`src/rtl/trace_capture_fifo.sv`:
```
// Timestamped trace capture FIFO: tags each accepted sample with a free-running
// cycle counter and records dropped captures in a sticky flag and saturating count.
module trace_capture_fifo #(
    parameter int DEPTH  = 8,
    parameter int DATA_W = 16,
    parameter int TS_W   = 32
) (
    input  logic                       clk,
    input  logic                       reset,
    input  logic                       io_in_valid,
    input  logic [DATA_W-1:0]          io_in_bits,
    output logic                       io_out_valid,
    input  logic                       io_out_ready,
    output logic [TS_W+DATA_W-1:0]     io_out_bits,
    output logic [$clog2(DEPTH):0]     io_count,
    output logic                       io_overflow,
    output logic [7:0]                 io_drop_count,
    input  logic                       io_clear
);

    localparam int AW = $clog2(DEPTH);
    localparam int EW = TS_W + DATA_W;
    localparam logic [AW:0] FULL = (AW+1)'(DEPTH);

    logic [EW-1:0]   mem_q [DEPTH];
    logic [AW-1:0]   wptr_q, wptr_d;
    logic [AW-1:0]   rptr_q, rptr_d;
    logic [AW:0]     count_q, count_d;
    logic [TS_W-1:0] tsc_q, tsc_d;
    logic            ovf_q, ovf_d;
    logic [7:0]      drop_q, drop_d;

    logic push, pop, drop;

    assign pop  = (count_q != '0) && io_out_ready;
    assign push = io_in_valid && ((count_q != FULL) || pop);
    assign drop = io_in_valid && !push;

    always_comb begin
        tsc_d   = tsc_q + TS_W'(1);
        wptr_d  = wptr_q;
        rptr_d  = rptr_q;
        count_d = count_q;
        ovf_d   = ovf_q;
        drop_d  = drop_q;
        if (push) wptr_d = wptr_q + AW'(1);
        if (pop)  rptr_d = rptr_q + AW'(1);
        unique case ({push, pop})
            2'b10:   count_d = count_q + (AW+1)'(1);
            2'b01:   count_d = count_q - (AW+1)'(1);
            default: count_d = count_q;
        endcase
        // A drop in the same cycle as a clear restarts the tally at one.
        if (io_clear) begin
            ovf_d  = 1'b0;
            drop_d = 8'd0;
        end
        if (drop) begin
            ovf_d  = 1'b1;
            drop_d = io_clear ? 8'd1 :
                     (drop_q == 8'hFF) ? drop_q : drop_q + 8'd1;
        end
    end

    always_ff @(posedge clk) begin
        if (!reset) begin
            tsc_q   <= '0;
            wptr_q  <= '0;
            rptr_q  <= '0;
            count_q <= '0;
            ovf_q   <= 1'b0;
            drop_q  <= 8'd0;
        end else begin
            tsc_q   <= tsc_d;
            wptr_q  <= wptr_d;
            rptr_q  <= rptr_d;
            count_q <= count_d;
            ovf_q   <= ovf_d;
            drop_q  <= drop_d;
        end
    end

    // Storage needs no reset; occupancy alone decides what is valid.
    always_ff @(posedge clk) begin
        if (reset && push) mem_q[wptr_q] <= {tsc_q, io_in_bits};
    end

    assign io_out_valid  = (count_q != '0);
    assign io_out_bits   = mem_q[rptr_q];
    assign io_count      = count_q;
    assign io_overflow   = ovf_q;
    assign io_drop_count = drop_q;

endmodule
```
`config.mk`:
```
export PLATFORM = sky130hd
export DESIGN_NAME = trace_capture_fifo
export DESIGN_NICKNAME = d
export VERILOG_FILES = /design/src/rtl/trace_capture_fifo.sv
export SDC_FILE = /design/constraint.sdc
export NUM_CORES = 1
export LEC_CHECK = 0
export ABC_CLOCK_PERIOD_IN_PS = 19600
export CAP_MARGIN = 20
export CORE_ASPECT_RATIO = 0.6
export CORE_MARGIN = 3
export CORE_UTILIZATION = 63
export CTS_CLUSTER_SIZE = 20
export DETAILED_ROUTE_END_ITERATION = 6
export MAX_ROUTING_LAYER = met4
export PLACE_DENSITY = 0.94
export SLEW_MARGIN = 20
export SYNTH_ARGS = -nofsm -noshare
export SYNTH_HDL_FRONTEND = slang
export SYNTH_SLANG_ARGS = --single-unit
```
`constraint.sdc`:
```
create_clock -name clk -period 19.6 [get_ports clk]
set_input_delay 3.92 -clock clk [delete_from_list [all_inputs] [get_ports clk]]
set_output_delay 3.92 -clock clk [all_outputs]
set_load 0.01 [all_outputs]
```
* Word-level counts from Yosys, hierarchy flattened
Memories as Yosys holds them, arrays and structs flattened. A register that Yosys moved wholly into a read port is not among the register bits.
Cells that the tools add are included.
** Word-level totals
- Flip-flop bits (word level) :: 51
- Memory bits (read-only) :: 0
- Memories :: 1
- Bits in latches :: 0
- Output and inout bits :: 62
- Word-level logic and storage cells :: 39
- RAM bits :: 384
** Memory list
- mem_q :: depth 8, width 48, rd ports 1, clocked after memory_dff 1, write ports 1, line 25 : logic [EW-1:0] mem_q [DEPTH];
** Operators by class
- Reductions and logical operators :: 10
- Multiply operators :: 0
- Bitwise logic cells :: 0
- Order comparisons :: 0
- Equality and inequality tests :: 5
- Add/sub/neg operators :: 6
- Multiplexer cells :: 11
- Shifts and indexed selects :: 0
- Divide/modulo/power cells :: 0
** Operators by type and width (number)
- adder 32 x 1 -> 32 bit, second input constant :: 1
- two-way mux 8 bit :: 4
- adder 8 x 1 -> 8 bit, second input constant :: 1
- equality test 8 bit, second input constant :: 1
- case mux 4 bit (2 select lines) :: 1
- adder 3 x 1 -> 3 bit, second input constant :: 2
- two-way mux 3 bit :: 2
- adder 4 x 1 -> 4 bit, second input constant :: 1
- logical AND 1 bit :: 4
- two-way mux 1 bit :: 4
- inequality test 4 bit, second input constant :: 1
- nonzero test 2 bit :: 2
- nonzero test 4 bit :: 1
- subtractor 4 x 1 -> 4 bit, second input constant :: 1
- equality test 2 x 1 -> 1 bit, second input constant :: 1
- equality test 2 bit, second input constant :: 1
- inequality test 2 bit, second input constant :: 1
- AND reduction 2 bit :: 1
- logical NOT 1 bit :: 1
- logical OR 1 bit :: 1

* Depth between registers and ports, before layout
- Depth after elaboration :: 8
- Mapped depth :: 7
- Mapped depth without buffers :: 7

* Least setup slack after synthesis
OpenSTA, ideal clock, no wires.
- Path type :: input port to flip-flop
- From :: in io_out_ready
- To :: mem mem_q[4][0] (netlist name) (enable)
- Setup slack :: 9.883 ns
- Data required time :: 19.027 ns
- Stages :: 4
- Data arrival time :: 9.144 ns
- Cells stage by stage :: nor2b_1 -> a21boi_0 -> nand2_1 -> nor4_1
** Between the ends
- Word-level cells in the longest chain between the ends :: 6
** RTL lines
- start, declared :: line 13 : input logic io_out_ready,
- logical AND 1 bit :: line 35 : assign pop = (count_q != '0) && io_out_ready;
- logical OR 1 bit :: line 36 : assign push = io_in_valid && ((count_q != FULL) || pop);
- logical AND 1 bit :: line 36
- logical AND 1 bit :: line 85 : if (reset && push) mem_q[wptr_q] <= {tsc_q, io_in_bits};
- two-way mux 1 bit :: line 85
- two-way mux 1 bit (implied by the code) :: line 85
- end, declared :: line 25
Every way passes these cells.

==> run metrics <==
final hold viol count 0; crit path max fanout 49; number of synthesized flops with an enable pin 384; largest net degree at the start of global routing 77; initial core utilization 65.7%; CP endpoint kind primary output; Worst setup SP type register; Sink Count 438; Synth cell types 48; post-cts sizing count 0; syn_area_per_cell 19.6 µm²; Clock Tree Root clkbuf_16; Max-Cap Viols 0; final net count 994; Pwr Total 2.12 mW; die boundary width 218 µm; Min-Delay Startpoint io_drop_count[7]; Die H 133 µm; most frequent cells in the layout edfxtp_1, mux4_2, clkdlybuf4s50_1, dfxtp_1, mux2_2; fin crit period 7.85 ns; routed vias/inst 6.62; RSZ-0062 raised after global routing false; final non-filler cell total 1,345; Post-DP Area 0.0183 mm²; number of synthesized register bits 438; met1 Use GR 37.6%; worst slew pin tran 1.11 ns; Syn-to-layout area delta 14.3%; Slew Limit Fails 0; most common cell after layout, fill and taps aside edfxtp_1; H-tree depth 2; routed wire length per instance 27.1 µm; initial antenna violation count 0; Hold Buf Count CTS 0; post-synthesis async set-or-reset flop share 0%; clock insertion delay at the later pin of the skew report 0.53 ns; final WL 36.4 mm; antenna diode count 0; Max rail drop VDD 0.0755 mV; IO Count 83; min-delay worst type reg -> reg; first-pass GRT wire length 56.3 mm; CTS tree yes; crit path DAT 3.93 ns; number of DRC markers in iteration 0 1,139; Via Count 8,910; die footprint 0.0291 mm²; # setup viols final 0; # port buffers 82; Post-Syn Area 0.0171 mm²; number of global-route vias before repair 9,293; GR Util met2 42.2%; worst path required time 15.68 ns; period utilization 40.1%; most common flop cell mapped by yosys edfxtp_1; Pre-antenna DRT Iters 5; grt total ovfl 0; status complete, no violations; post-DP HPWL 19.0 mm; DP Cell Count 1,279; kind of critical path reg -> out; final setup TNS 0 ns; RR Startpoint io_count[0]; GR Layer Usage met3 4.15%; placeable core area 0.0260 mm²; GRT busiest layer met2; # DRC 0; post-route cell area 0.0195 mm²; Cells after Synth 871; Total GRT Usage 26.6%; clk slew on worst S/H paths 0.06 ns; relative slew slack 26.0%; CTS Buf Count 37; sequential share of the synthesized area 73.9%; Setup Fix Bufs, Post-CTS 0; Synthesis Warnings 0; syn_nets 899; leakage 6.16 nW; layout cells sized above 1 22.7%; GP Congestion 0.821; Final ANT Viol Nets 0; Layout Skew 0.0250 ns; num rows 45; P per Cell Area 109 mW/mm²; Clock Path Buffers 3; worst hold margin 0.485 ns; Max Clock Freq 0.127 GHz
==> report_power, final <==
group | internal [mW] | switching (mW)
logic | 0.186 | 0.138
registers | 1.03 | 0.0366
clock network | 0.400 | 0.322
==> through the flow <==
step	setup WS (ns)	util, %
after floorplan	9.88	-
after global placement	12.25	70.5
after global routing	11.42	75.1
after CTS	11.62	75.1
after detailed placement	12.07	70.5
final	11.75	75.1
==> critical path, cell delays in order (launching register included) <==
cell and delay, ns:
dfxtp_4 1.00, buf_4 0.91, mux4_2 0.62, mux2_2 0.33
clkdlybuf4s50_1 0.49
==> final timing paths <==
check | cells past startpoint | slack [ns] | to
max | 4 | 11.75 | io_out_bits[45]
max reg2reg | 5 | 16.02 | mem_q[4][38]
min reg2reg | 2 | 0.48 | io_drop_count[7]
min | 2 | 0.48 | io_drop_count[7]
==> cell families (layout without fill, tap and decap cells) <==
group,after synthesis,in the layout,synth area share (%)
xor+xnor,16,16,0.822
simple gates,151,151,4.77
buf+inv,53,175,1.28
fa+ha+maj,7,7,0.558
mux,158,158,16.7
flops,438,438,73.9
compound gates,48,48,1.96
==> cells in the mapped netlist, drive strengths merged (2+ instances only) <==
library cell    n  area, µm²
edfxtp        384      11500
mux4           96       2160
dfxtp          54       1080
mux2           48        541
nand2          33        124
clkbuf         27        101
nor2           24       90.1
nand3          19        100
a21oi          16       80.1
mux2i          14        140
buf            13       67.6
inv            13       48.8
xnor2          13        114
nand2b         11       68.8
nand4          11       90.1
nor3           11       55.1
nor4           10       62.6
o21ai           9       45.0
and3            8       50.1
or3             8       55.1
or4             8       60.1
ha              6       75.1
o31ai           5       37.5
o41ai           4       53.8
a21o            3       22.5
nor2b           3       18.8
xor2            3       26.3
a31oi           2       12.5
and4            2       17.5
o311ai          2       17.5
==> flip-flops by register name (all words and copies together) (netlist names), named ones only <==
register       count
wptr_q             3
tsc_q             32
io_drop_count      8
io_overflow        1
rptr_q             3
mem_q            384
io_count           4
==> final cells by class <==
class	count	area, µm²
Tap cell	352	440
Sequential cell	438	12600
Clock inverter	15	93.8
Fill cell	1391	6470
Timing Repair Buffer	96	926
Clock buffer	51	1080
Multi-Input combinational cell	380	4270
Inverter	13	48.8
==> layer usage <==
metal / wire, µm / vias up / share of wire [%]
met5: 0 / - / 0
met4: 737 / 0 / 2.0
met3: 2820 / 72 / 7.8
met2: 18100 / 483 / 50
met1: 14700 / 4615 / 40
li1: - / 3740 / -
Power figures use the tool's default switching activity.
